**src/rtl/alu_arbiter.sv**
```systemverilog
// Two-requester round-robin arbiter in front of a shared combinational ALU.
// Each operation takes three states: grant/latch (IDLE), execute (EXEC) and respond (RESP).
module alu_arbiter #(
    parameter int unsigned WIDTH = 8
) (
    input  logic             clk,
    input  logic             rst_n,
    input  logic             req0,
    input  logic [2:0]       op0,
    input  logic [WIDTH-1:0] a0,
    input  logic [WIDTH-1:0] b0,
    input  logic             req1,
    input  logic [2:0]       op1,
    input  logic [WIDTH-1:0] a1,
    input  logic [WIDTH-1:0] b1,
    output logic [2:0]       alu_op,
    output logic [WIDTH-1:0] alu_a,
    output logic [WIDTH-1:0] alu_b,
    input  logic [WIDTH-1:0] alu_y,
    output logic [WIDTH-1:0] y,
    output logic             done0,
    output logic             done1,
    output logic             gnt,
    output logic             busy
);

    typedef enum logic [1:0] {
        S_IDLE = 2'd0,
        S_EXEC = 2'd1,
        S_RESP = 2'd2
    } state_t;

    state_t           r_state;
    state_t           w_state_nxt;
    logic             r_last;
    logic             w_last_nxt;
    logic             w_sel;
    logic [2:0]       w_alu_op_nxt;
    logic [WIDTH-1:0] w_alu_a_nxt;
    logic [WIDTH-1:0] w_alu_b_nxt;
    logic [WIDTH-1:0] w_y_nxt;
    logic             w_done0_nxt;
    logic             w_done1_nxt;
    logic             w_gnt_nxt;
    logic             w_busy_nxt;

    // State and all registered outputs; last starts at 1 so requester 0 wins first contention.
    always_ff @(posedge clk or negedge rst_n) begin
        if (!rst_n) begin
            r_state <= S_IDLE;
            r_last  <= 1'b1;
            alu_op  <= 3'd0;
            alu_a   <= '0;
            alu_b   <= '0;
            y       <= '0;
            done0   <= 1'b0;
            done1   <= 1'b0;
            gnt     <= 1'b0;
            busy    <= 1'b0;
        end else begin
            r_state <= w_state_nxt;
            r_last  <= w_last_nxt;
            alu_op  <= w_alu_op_nxt;
            alu_a   <= w_alu_a_nxt;
            alu_b   <= w_alu_b_nxt;
            y       <= w_y_nxt;
            done0   <= w_done0_nxt;
            done1   <= w_done1_nxt;
            gnt     <= w_gnt_nxt;
            busy    <= w_busy_nxt;
        end
    end

    // Next-state logic.
    always_comb begin
        w_state_nxt = r_state;
        case (r_state)
            S_IDLE:  if (req0 || req1) w_state_nxt = S_EXEC;
            S_EXEC:  w_state_nxt = S_RESP;
            S_RESP:  w_state_nxt = S_IDLE;
            default: w_state_nxt = S_IDLE;
        endcase
    end

    // Requester pick: a lone request wins, contention goes to whoever was not served last.
    assign w_sel = (req0 && req1) ? ~r_last : req1;

    // Output next values; registers hold unless the current state updates them.
    always_comb begin
        w_alu_op_nxt = alu_op;
        w_alu_a_nxt  = alu_a;
        w_alu_b_nxt  = alu_b;
        w_y_nxt      = y;
        w_gnt_nxt    = gnt;
        w_last_nxt   = r_last;
        w_done0_nxt  = 1'b0;
        w_done1_nxt  = 1'b0;
        w_busy_nxt   = (w_state_nxt != S_IDLE);
        case (r_state)
            S_IDLE: begin
                if (req0 || req1) begin
                    w_gnt_nxt    = w_sel;
                    w_alu_op_nxt = w_sel ? op1 : op0;
                    w_alu_a_nxt  = w_sel ? a1 : a0;
                    w_alu_b_nxt  = w_sel ? b1 : b0;
                end
            end
            S_EXEC: begin
                w_y_nxt     = alu_y;
                w_done0_nxt = ~gnt;
                w_done1_nxt = gnt;
            end
            S_RESP: begin
                w_last_nxt = gnt;
            end
            default: begin
                w_last_nxt = r_last;
            end
        endcase
    end

endmodule
```
**config.mk**
```make
export PLATFORM = sky130hd
export DESIGN_NAME = alu_arbiter
export DESIGN_NICKNAME = d
export VERILOG_FILES = /design/src/rtl/alu_arbiter.sv
export SDC_FILE = /design/constraint.sdc
export NUM_CORES = 1
export LEC_CHECK = 0
export BUFFER_PORTS_ARGS = -buffer_cell sky130_fd_sc_hd__buf_2
export CAP_MARGIN = 20
export CORE_ASPECT_RATIO = 0.9
export CORE_MARGIN = 1
export CORE_UTILIZATION = 45
export CTS_CLUSTER_SIZE = 16
export DETAILED_ROUTE_END_ITERATION = 8
export GPL_TIMING_DRIVEN = 0
export PLACE_DENSITY = 0.76
export SYNTH_ARGS = -nofsm -noshare
export SYNTH_HDL_FRONTEND = slang
export SYNTH_SLANG_ARGS = --single-unit
```
**constraint.sdc**
```tcl
create_clock -name clk -period 2.1 [get_ports clk]
set_input_delay 0.21 -clock clk [delete_from_list [all_inputs] [get_ports clk]]
set_output_delay 0.21 -clock clk [all_outputs]
set_load 0.005 [all_outputs]
```
==> summary.md <==
| Metric | Value |
|---|---|
| Status | finished with violations |
| Violations in the final reports | negative hold slack |
| Primary flip-flop cell chosen by synthesis mapping | dfrtp_1 |
| Post-synth net total | 149 |
| Synthesized area | 0.00163 mm2 |
| Top cell types by occurrence after synthesis | mux2_4, dfrtp_1, mux2_2 |
| Count of routing violations after the opening detailed-route iteration | 26 |
| TritonCTS clock tree | done |
| Overflow left after global routing | 0 |
| Maximum net fanout on the critical path | 10 |
| ANT cells | 0 |
| Final Hold Viols | 33 |
| Cell with the most instances after synthesis | mux2_4 |
| Final hold slack | -0.0243 ns |
| Setup repair after global routing missed its margin | false |
| Cell taking the most area after synthesis | dfrtp_1 |
| Number of gates resized after CTS | 0 |
| Signed area change from the synthesized netlist to the final layout | 34.9% |
| Crit Path Class | reg2reg |
| GRT Total Usage | 18.6% |
| Routability-driven placement congestion ratio | 0.739 |
| DRT Pass-1 Iters | 4 |
| Number of instances in the synthesized netlist | 99 |
| Die Y | 59.1 um |
| DRC | 0 |
| Fraction of post-synthesis cell area in the top cell type by area | 50.7% |
| Power per Cell Area | 1400 mW/mm2 |
| Layout cell share with drive strength beyond 1 | 75.3% |
| Later-pin clock latency in the skew report | 0.28 ns |
| Number of CTS-inserted buffers | 5 |
| Number of levels in the clock H-tree | 2 |
| Clock sink count | 34 |
| Shortest clock period the worst path allows after layout | 1.57 ns |
| Via-to-Cell Ratio | 4.85 |
| Final setup skew | 0.0102 ns |
| Maximum vdd drop | 0.691 mV |
| Required time reported for the critical path endpoint | 2.26 ns |
| I/O pin count | 81 |
| Highest attainable clock frequency | 0.638 GHz |
| Clk Tree Root Cell | clkbuf_8 |
| Final-layout fill cell count | 271 |
| Global-route wire length before repair | 5.18 mm |
| Clock-pin slew of the registers on the worst-case setup and hold paths | 0.07 ns |
| Number of endpoints failing setup at the final stage | 0 |
| Final worst-path cycle share | 74.7% |
| Critical Path End Type | flop |
| Setup TNS | 0 ns |
| Reported leakage power | 1.18 nW |
| Overall routed net length | 3.31 mm |
| Remaining antenna violation count | 0 |
| Port Buffers | 80 |
| Core Box Area | 0.00340 mm2 |
| Kind of path behind the tightest hold check | in2async |
| Hold buffers post-CTS | 0 |
| Max capacitance violation total | 0 |
| Die Span X | 65.4 um |
| Startpoint type of the worst setup path | flop |
| Top post-synthesis cells by area | dfrtp_1, mux2_4, mux2_2 |
| Yosys Warn Count | 0 |
| Worst Max-Slew Pin Slew | 0.710 ns |
| Initial Util | 47.8% |
| Synth Area per Inst | 16.4 um2 |
| Average detailed-routed wire length per instance | 14.4 um |
| Half-perimeter wire length of the detailed placement result | 2.48 mm |
| Area occupied by multi-input gates | 727 um2 |
| Site row count | 20 |
| Seq/Total Area, Yosys | 52.3% |
| Number of enable flip-flop cells after synthesis | 0 |
| Die Area | 0.00386 mm2 |
| Worst endpoint data arrival time | 1.73 ns |
| Number of vias in the routed layout | 1115 |
| Total of flip-flops plus latches after synthesis | 34 |
| Fraction of registers with async set/reset | 100% |
| Max-slew violation count | 0 |
| FF/Latch Area | 852 um2 |
| Final layout net count | 236 |
| Slew HR | 52.7% |
| Buffer levels on the longest clock path | 2 |
| Distinct cell type count after synthesis | 15 |
| Maximum number of pins on one net before global-route repair | 35 |
| Vias in the first global route | 1162 |
| Number of antenna violations at the first check in global routing | 0 |
| Postcts setup bufs | 0 |
[critical path, stage by stage (launching register included)]
cell     delay [ns]
dfstp_2        0.53
a21bo_1        0.14
buf_6          0.19
mux2_4         0.32
mux2_4         0.26
[cell families (layout without fill, tap and decap cells)]
group	Yosys count	count (layout)	synth area share [%]
DFF	34	34	52.3
AOI/OAI and AO/OA	3	3	1.38
and+or+nand+nor	7	7	2.07
buffers and inverters	8	95	3.00
muxes	47	47	41.2
[cell type report]
cell class | instances | area share (%)
tap | 44 | 2.51
clock inverter | 1 | 1.37
inverter | 3 | 0.513
timing repair buffer | 80 | 18.2
clock buffer | 6 | 3.76
multi-input combinational | 57 | 33.1
buffer | 5 | 1.71
sequential | 34 | 38.8
[where the power goes]
group / switching [mW] / total (mW) / internal, mW
logic: 0.483 / 1.29 / 0.807
clock network: 0.224 / 0.603 / 0.379
registers: 0.179 / 1.17 / 0.993
total: 0.886 / 3.07 / 2.18
[registers in the layout, summed over array words and instances, names as in the netlist]
register,cells
busy,1
y,8
alu_op,3
done0,1
r_last,1
done1,1
r_state,2
alu_b,8
alu_a,8
gnt,1
[metrics by stage]
step	power [mW]	worst slack, ns	area (um2)	utilization, %	instances
finish	3.07	0.532	2200	64.5	230
CTS	3.10	0.533	2200	64.5	230
floorplan	1.99	0.620	1630	-	99
detailed placement	2.48	0.546	2080	61.2	223
global route	3.25	0.500	2200	64.5	230
global placement	2.41	0.571	2080	61.2	223
[routing by layer]
metal	up-vias	share of wire [%]	GRT usage, %
li1	520	-	-
met1	535	41	20.9
met2	55	50	32.5
met3	5	8.2	7.12
met4	0	0.97	6.52
met5	-	0	0
[worst paths after layout]
path	end	startpoint	slack, ns	depth (start not counted)
min reg2reg	busy	r_state[1]	0.50	1
max in group asynchronous	r_state[0]	rst_n	1.67	1
max	alu_b[7]	r_last	0.53	4
min in group clk	y[7]	alu_y[7]	0.16	2
max reg2reg	alu_b[7]	r_last	0.53	4
min	alu_a[3]	rst_n	-0.02	1
[layout by cell type (no fill, tap or decap)]
| cell type | count |
|---|---|
| a21bo_1 | 1 |
| buf_2 | 83 |
| buf_6 | 2 |
| bufinv_16 | 1 |
| clkbuf_8 | 6 |
| dfrtp_1 | 33 |
| dfstp_2 | 1 |
| inv_1 | 3 |
| mux2_2 | 8 |
| mux2_4 | 38 |
| mux2i_1 | 1 |
| nand2_1 | 1 |
| nor2_1 | 4 |
| nor3_1 | 1 |
| nor3_2 | 1 |
| o21ai_0 | 1 |
| o31ai_1 | 1 |
Note: power is estimated with default switching activity, not from simulation.
